--- config.mk ---
export PLATFORM = sky130hd
export DESIGN_NAME = instr_fetch_queue
export DESIGN_NICKNAME = d
export VERILOG_FILES = /design/src/rtl/instr_fetch_queue.sv
export SDC_FILE = /design/constraint.sdc
export NUM_CORES = 1
export LEC_CHECK = 0
export CAP_MARGIN = 20
export CELL_PAD_IN_SITES_DETAIL_PLACEMENT = 1
export CELL_PAD_IN_SITES_GLOBAL_PLACEMENT = 2
export CORE_ASPECT_RATIO = 1.4
export CORE_MARGIN = 5
export CORE_UTILIZATION = 35
export DETAILED_ROUTE_END_ITERATION = 6
export PLACE_DENSITY_LB_ADDON = 0.1
export SLEW_MARGIN = 20
export SYNTH_ARGS = -nofsm -noshare
export SYNTH_HDL_FRONTEND = slang
export SYNTH_SLANG_ARGS = --single-unit
--- constraint.sdc ---
create_clock -name clock -period 13.3 [get_ports clock]
set_input_delay 2.66 -clock clock [delete_from_list [all_inputs] [get_ports clock]]
set_output_delay 2.66 -clock clock [all_outputs]
set_load 0.05 [all_outputs]
--- src/rtl/instr_fetch_queue.sv ---
// Fetch stage: owns the fetch PC, issues in-order word requests to instruction
// memory and buffers returned words with their PCs until decode pops them.
// A redirect flushes the queue. Responses that are still in flight for flushed
// requests are counted in drop_cnt and discarded when they arrive.
module instr_fetch_queue #(
  parameter int unsigned       DATA_W   = 32,
  parameter int unsigned       DEPTH    = 4,
  parameter logic [DATA_W-1:0] RESET_PC = '0
) (
  input  logic              clock,
  input  logic              reset,
  output logic              imem_req_valid,
  input  logic              imem_req_ready,
  output logic [DATA_W-1:0] imem_req_addr,
  input  logic              imem_rsp_valid,
  input  logic [DATA_W-1:0] imem_rsp_data,
  input  logic              redirect_valid,
  input  logic [DATA_W-1:0] redirect_pc,
  output logic              out_valid,
  input  logic              out_ready,
  output logic [DATA_W-1:0] out_pc,
  output logic [DATA_W-1:0] out_instr
);

  localparam int unsigned PTR_W = (DEPTH > 1) ? $clog2(DEPTH) : 1;
  localparam int unsigned CNT_W = PTR_W + 1;
  localparam int unsigned SUM_W = CNT_W + 1;

  localparam logic [DATA_W-1:0] ALIGN_MASK = ~DATA_W'(3);
  localparam logic [DATA_W-1:0] PC_STEP    = DATA_W'(4);
  localparam logic [SUM_W-1:0]  DEPTH_SUM  = SUM_W'(DEPTH);

  // Queue storage: PC is written at request accept, the word at response
  logic [DATA_W-1:0] pc_q    [DEPTH];
  logic [DATA_W-1:0] instr_q [DEPTH];
  logic [DEPTH-1:0]  filled_q;

  // head: oldest entry, tail: next slot to allocate, fill: oldest unfilled
  logic [PTR_W-1:0]  head_q;
  logic [PTR_W-1:0]  tail_q;
  logic [PTR_W-1:0]  fill_q;

  logic [CNT_W-1:0]  alloc_cnt;
  logic [CNT_W-1:0]  unfilled_cnt;
  logic [CNT_W-1:0]  drop_cnt;

  logic [DATA_W-1:0] fetch_pc_q;
  // Holds off requests during the first cycle after reset
  logic              run_q;

  logic              head_filled_c;
  logic              accept_c;
  logic              pop_c;
  logic              fill_c;
  logic              discard_c;
  logic [SUM_W-1:0]  outstanding_c;
  logic [SUM_W-1:0]  pending_c;
  logic [CNT_W-1:0]  drop_next_c;

  // Handshake decode, output muxing and post-redirect drop count
  always_comb begin
    head_filled_c  = filled_q[head_q];
    outstanding_c  = SUM_W'(alloc_cnt) + SUM_W'(drop_cnt);
    imem_req_valid = run_q & ~redirect_valid & (outstanding_c < DEPTH_SUM);
    imem_req_addr  = fetch_pc_q;
    accept_c       = imem_req_valid & imem_req_ready;
    out_valid      = head_filled_c & ~redirect_valid;
    pop_c          = out_valid & out_ready;
    out_pc         = head_filled_c ? pc_q[head_q]    : '0;
    out_instr      = head_filled_c ? instr_q[head_q] : '0;
    discard_c      = imem_rsp_valid & (drop_cnt != '0);
    fill_c         = imem_rsp_valid & (drop_cnt == '0) & (unfilled_cnt != '0);
    // Every request still owed a response becomes a drop; one arriving now is
    // consumed by the redirect cycle itself.
    pending_c      = SUM_W'(drop_cnt) + SUM_W'(unfilled_cnt);
    if (imem_rsp_valid && (pending_c != '0)) begin
      pending_c = pending_c - SUM_W'(1);
    end
    drop_next_c    = CNT_W'(pending_c);
  end

  // Queue, pointers, counters and fetch PC; redirect overrides everything
  always_ff @(posedge clock or posedge reset) begin
    if (reset) begin
      for (int i = 0; i < DEPTH; i++) begin
        pc_q[i]    <= '0;
        instr_q[i] <= '0;
      end
      filled_q     <= '0;
      head_q       <= '0;
      tail_q       <= '0;
      fill_q       <= '0;
      alloc_cnt    <= '0;
      unfilled_cnt <= '0;
      drop_cnt     <= '0;
      fetch_pc_q   <= RESET_PC & ALIGN_MASK;
      run_q        <= 1'b0;
    end else begin
      run_q <= 1'b1;
      if (redirect_valid) begin
        filled_q     <= '0;
        head_q       <= '0;
        tail_q       <= '0;
        fill_q       <= '0;
        alloc_cnt    <= '0;
        unfilled_cnt <= '0;
        drop_cnt     <= drop_next_c;
        fetch_pc_q   <= redirect_pc & ALIGN_MASK;
      end else begin
        if (accept_c) begin
          pc_q[tail_q]     <= fetch_pc_q;
          filled_q[tail_q] <= 1'b0;
          tail_q           <= PTR_W'(tail_q + PTR_W'(1));
          fetch_pc_q       <= fetch_pc_q + PC_STEP;
        end
        if (fill_c) begin
          instr_q[fill_q]  <= imem_rsp_data;
          filled_q[fill_q] <= 1'b1;
          fill_q           <= PTR_W'(fill_q + PTR_W'(1));
        end
        if (pop_c) begin
          filled_q[head_q] <= 1'b0;
          head_q           <= PTR_W'(head_q + PTR_W'(1));
        end
        if (discard_c) begin
          drop_cnt <= drop_cnt - CNT_W'(1);
        end
        alloc_cnt    <= alloc_cnt + CNT_W'(accept_c) - CNT_W'(pop_c);
        unfilled_cnt <= unfilled_cnt + CNT_W'(accept_c) - CNT_W'(fill_c);
      end
    end
  end

endmodule

==> results.toml, run 1 <==
[synth]
ys_async_sr_fraction = 1.00
ys_ff_latch = 298
netlist_top_cells_area = "dfrtp_1 (52%), mux2_2 (19%), mux4_2 (9.7%), nor2b_1 (2.8%), ha_1 (2.2%)"
yosysSeqAreaShare = 0.517
syn_area_mm2 = 0.0144
synth_top_area_share = 0.517
synth.avg_cell_area_um2 = 13.7
synth_edf_count = 0
yosys.area.top_type = "dfrtp_1"
synth_cells = 1050
ys.flop_type = "dfrtp_1"
ys_types = 53
ys_warn_count = 0

[cts]
cts_tree = "done"
clk_pin_slew_ns = 0.05
cts_setup_buffers = 0
cts-buffers-inserted = 34
clock_latency_ns = 0.52
htreeDepth = 2
cts_sinks = 298
cts_hold_buffers = 0
clock_path_buffers = 3
post_cts_resized = 0
cts-root-buf = "clkbuf_16"

[setup_path]
path_delay_family = "buffers and inverters"
slowest_delay_ns = 0.82
cp-start-kind = "input pin"
crit_type = "in2out"
arrival_ns = 4.44
cp_num_buf_inv = 3
path_cells = "buf_2 > inv_1 > and3_1 > clkdlybuf4s50_1"
cp_slowest_cell = "clkdlybuf4s50_1"
end_kind = "output pin"
cp_max_fo = 17
cp.required_ns = 10.64

[timing]
skew_ns = 0.0148
fin_tns_setup_ns = 0
fin_crit_ns = 7.10
finalSetupViolCount = 0
hold_viol_final = 0
fmax_ghz = 0.141
grt_setup_unrepaired = "false"
fin_crit_sh = 0.534
slew_headroom = 0.309
slew_viol_final = 0
worst_pin_slew_ns = 1.04

[routing]
drt_iter0_drc = 336
routedWlPerCell_um = 21.5
wl_um = 37600
drc = 0
first_pass_iters = 4
wl_met3_um = 1170
viasPerCell = 5.17
wl_met2_um = 19400
highest_layer = "met5"
ant_nets = 0
num_vias = 9008
wl_met1_um = 16300

[final_layout]
regArea_mm2 = 0.00746
nets = 1278
final_common_cell = "dfrtp_1"
drive_gt1_frac = 0.326
postLayoutCellArea_mm2 = 0.0176
area.growth.synth_to_final_pct = 21.8
final_cell_mix = "dfrtp_1 (296), mux2_2 (242), clkdlybuf4s50_1 (160)"
nFillCells = 4195
multi_input_area_mm2 = 0.00649

[global_route]
grt_max_degree = 106
gr-total-overflow = 0
grt_use_total = 0.168
grt_pass1_vias = 10100
grt_antenna_before_repair = 2
grt_pass1_wl_um = 61000

[pwr]
clkPwrFrac = 0.353
internal-power_mw = 1.99
pwr-share-comb = 0.215
power_per_cell_area_mw_per_mm2 = 156
seqPwrFrac = 0.432
peakVddDrop_mv = 0.0786
p_leak_nw = 7.73
swShare = 0.274
netSwitchingPower_uw = 752

[place]
postPlaceCellArea_mm2 = 0.0164
io_buffers = 161
place.gp.congestion = 0.710
hpwl_um = 23600

[floorplanning]
die_w_um = 182
initial_core_util = 0.352
core_area_mm2 = 0.0410
dieArea_mm2 = 0.0454
die_h_um = 250
num_rows = 88
num_io_pins = 168

[job]
drv_cap = 0

[hold_path]
hp-class = "reg2reg"

[run_status]
status = "completed"
-- final timing paths --
path / start / to / slack [ns] / depth (start not counted)
setup / recovery: redirect_valid / imem_req_valid / 6.20 / 4
hold / removal: pc_q[36] / pc_q[36] / 0.48 / 2
setup reg to reg: head_q[1] / alloc_cnt[2] / 8.76 / 13
hold reg to reg: pc_q[36] / pc_q[36] / 0.48 / 2
max in group asynchronous: reset / instr_q[67] / 8.43 / 4
min in group asynchronous: reset / pc_q[85] / 2.68 / 2
-- sequential cells by signal (all words and copies together), names as in the netlist --
register / flops
instr_q: 128
pc_q: 120
imem_req_addr: 30
filled_q: 4
alloc_cnt: 3
drop_cnt: 3
unfilled_cnt: 3
fill_q: 2
head_q: 2
tail_q: 2
run_q: 1
-- layer usage --
metal | vias to the layer above | global-route usage
met5 | - | 0
met1 | 4778 | 0.224
met4 | 2 | 0.0388
met3 | 41 | 0.0264
li1 | 4054 | -
met2 | 133 | 0.290
-- through the flow --
| stage | instances | hold WS (ns) | total power, mW | util | setup slack (ns) |
|---|---|---|---|---|---|
| floorplan | 1053 | 0.445 | 1.63 | - | 2.41 |
| global placement | 1684 | 0.460 | 1.79 | 0.401 | 6.14 |
| detailed placement | 1684 | 0.473 | 1.81 | 0.401 | 6.13 |
| CTS | 1743 | 0.486 | 2.80 | 0.429 | 6.01 |
| global route | 1744 | 0.493 | 2.90 | 0.429 | 5.94 |
| finish | 1744 | 0.481 | 2.74 | 0.429 | 6.20 |
-- worst min-delay path, stage by stage, from the launching register on --
cell     delay, ns
dfrtp_1       0.34
nand2_1       0.05
o21ai_0       0.06
-- kinds of logic after synthesis --
logic type	share of synthesized area
other	0.000521
muxes	0.295
and+or+nand+nor	0.0867
xor gates and xnor gates	0.0103
AOI/OAI and AO/OA	0.0305
adders and majority gates	0.0259
buffers and inverters	0.0344
DFF	0.517
-- layout make-up --
class                           count  area share
Clock inverter                     10     0.00876
Clock buffer                       49      0.0563
Sequential cell                   298       0.425
Timing Repair Buffer              174      0.0970
Inverter                           21     0.00492
Tap cell                          540      0.0385
Antenna cell                        1    0.000142
Multi-Input combinational cell    651       0.369
-- synthesized netlist by cell type (2+ instances only) --
| library cell | instances |
|---|---|
| dfrtp_1 | 298 |
| mux2_2 | 242 |
| nor2b_1 | 64 |
| mux4_2 | 62 |
| nand2_1 | 53 |
| buf_2 | 32 |
| clkbuf_1 | 25 |
| ha_1 | 25 |
| nand3_1 | 24 |
| o21ai_0 | 23 |
| nor2_1 | 22 |
| inv_1 | 20 |
| buf_4 | 16 |
| nand4_1 | 11 |
| and3_1 | 9 |
| xnor2_1 | 9 |
| a221o_1 | 8 |
| xor2_1 | 8 |
| a22oi_1 | 7 |
| mux2i_1 | 7 |
| a31oi_1 | 6 |
| nor3_1 | 6 |
| o211ai_1 | 6 |
| a211oi_1 | 5 |
| buf_1 | 5 |
| clkbuf_2 | 5 |
| mux2_1 | 5 |
| or4_1 | 5 |
| a21oi_1 | 3 |
| and2_1 | 3 |
| fa_1 | 3 |
| nand3_2 | 3 |
| or3_1 | 3 |
| a21o_1 | 2 |
| a32oi_1 | 2 |
| and4_1 | 2 |
| conb_1 | 2 |
| nand2b_1 | 2 |
| nor3_4 | 2 |
| or2_2 | 2 |
-- power groups by stage --
stage,clock network [mW],logic (mW),registers (mW)
after detailed placement,0,0.601,1.20
after global placement,0,0.589,1.20
after CTS,1.00,0.603,1.19
final,0.969,0.589,1.19
after global routing,1.04,0.651,1.21
after floorplan,0,0.433,1.19
Power figures use the tool's default switching activity.
==> inputs of run 2 (changes only) <==
==> constraint.sdc (replaced) <==
create_clock -name clock -period 6.5 [get_ports clock]
set_input_delay 1.3 -clock clock [delete_from_list [all_inputs] [get_ports clock]]
set_output_delay 1.3 -clock clock [all_outputs]
set_load 0.05 [all_outputs]
==> results.toml, run 2 (same netlist as run 1, synthesis figures left out) <==
[final_layout]
largest_reg_flops = 128
drive_gt1_frac = 0.324
max_flop_register = "instr_q"
finish.utilization = 0.429
regArea_mm2 = 0.00746
final_cell_mix = "dfrtp_1 (296), mux2_2 (242), clkdlybuf4s50_1 (160)"
multi_input_area_mm2 = 0.00648
nets = 1284
final_common_cell = "dfrtp_1"
nFillCells = 4228
antenna_cells = 0
area.growth.synth_to_final_pct = 21.9
postLayoutCellArea_mm2 = 0.0176

[hold_path]
hp-class = "reg2reg"
holdPathStages = 2
min_to = "pc_q[36]"
hold_start = "pc_q[36]"

[place]
place.gp.congestion = 0.713
hpwl_um = 23400
io_buffers = 161
postPlaceCellArea_mm2 = 0.0165

[pwr]
peakVddDrop_mv = 0.150
p_leak_nw = 7.74
netSwitchingPower_mw = 1.51
clkPwrFrac = 0.343
power_per_cell_area_mw_per_mm2 = 315
internal-power_mw = 4.02
seqPwrFrac = 0.439
pwr-share-comb = 0.218
swShare = 0.274

[timing]
fmax_ghz = 0.208
hold_viol_final = 0
grt_setup_unrepaired = "false"
skew_ns = 0.0128
fin_crit_sh = 0.741
slew_headroom = 0.328
finalSetupViolCount = 0
fin_tns_setup_ns = 0
fin_crit_ns = 4.82
slew_viol_final = 0
fin_hold_ws_ns = 0.480
worst_pin_slew_ns = 1.01

[floorplanning]
core_area_mm2 = 0.0410
die_h_um = 250
num_io_pins = 168
num_rows = 88
initial_core_util = 0.352
dieArea_mm2 = 0.0454
die_w_um = 182

[setup_path]
crit_type = "reg2out"
r2r_cells = 11
cp_max_fo = 32
timing.rr.end = "alloc_cnt[2]"
rr_startpoint = "drop_cnt[2]"
end_kind = "output pin"
cp-start-kind = "flip-flop"
arrival_ns = 3.52
rrSetupSlack_ns = 2.85
cp.required_ns = 5.20

[routing]
viasPerCell = 5.15
first_pass_iters = 4
num_vias = 8994
ant_nets = 0
drc = 0
drt_iter0_drc = 353
routedWlPerCell_um = 21.2
wl_um = 37100

[cts]
cts_tree = "done"
htreeDepth = 2
clock_path_buffers = 3
clock_latency_ns = 0.51
cts_sinks = 298
post_cts_resized = 0
cts_setup_buffers = 0
cts-buffers-inserted = 35
clk_pin_slew_ns = 0.06
cts-root-buf = "clkbuf_16"
cts_hold_buffers = 0

[global_route]
gr-total-overflow = 0
grt_use_total = 0.165
grt_pass1_wl_um = 59800
grt_antenna_before_repair = 0
grt_pass1_vias = 10300
grt_max_degree = 149

[run_status]
status = "completed"

[job]
drv_cap = 0
[run 2: metal layers]
layer / part of all wire / GRT usage / up-vias
met5: 0 / 0 / -
li1: - / - / 4054
met2: 0.51 / 0.283 / 145
met1: 0.44 / 0.217 / 4746
met4: 0.024 / 0.0446 / 0
met3: 0.029 / 0.0248 / 49
[run 2: how the worst max path moves through the flow]
stage          cells past startpoint             to           start  slack [ns]
2_1_floorplan                      1   alloc_cnt[0]           reset        1.24
3_3_place_gp                      11   alloc_cnt[2]  redirect_valid        1.75
3_5_place_dp                      11   alloc_cnt[2]  redirect_valid        1.77
4_1_cts                            5  out_instr[16]       head_q[1]        1.52
5_1_grt                            5  out_instr[14]       head_q[1]        1.43
6_report                           5   out_instr[7]       head_q[1]        1.68
[run 2: power by group through the flow]
stage          clock [mW]  sequential (mW)  combinational, mW
6_report             1.90             2.43               1.21
3_3_place_gp            0             2.45               1.20
4_1_cts              1.98             2.43               1.23
2_1_floorplan           0             2.44              0.886
3_5_place_dp            0             2.46               1.23
5_1_grt              2.05             2.47               1.33
[run 2: final cells by class]
cell class              instances  share of cell area
flip-flops and latches        298               0.425
multi-input cells             651               0.369
repair buffers                179               0.101
clock buffers                  53              0.0601
well taps                     540              0.0384
inverters                      21             0.00470
clock inverters                 5             0.00285
[run 2: metrics by stage]
step | worst slack [ns] | cells | power [mW]
2_1_floorplan | 1.24 | 1053 | 3.33
3_3_place_gp | 1.75 | 1689 | 3.65
3_5_place_dp | 1.77 | 1689 | 3.69
4_1_cts | 1.52 | 1747 | 5.64
5_1_grt | 1.43 | 1747 | 5.85
6_report | 1.68 | 1747 | 5.53
[run 2: worst max-delay path: stages (launching register included)]
cell and delay (ns):
dfrtp_4 0.80, mux2i_1 0.24, mux2_2 0.61, buf_4 0.47
nor2b_1 0.14, clkdlybuf4s50_1 0.73
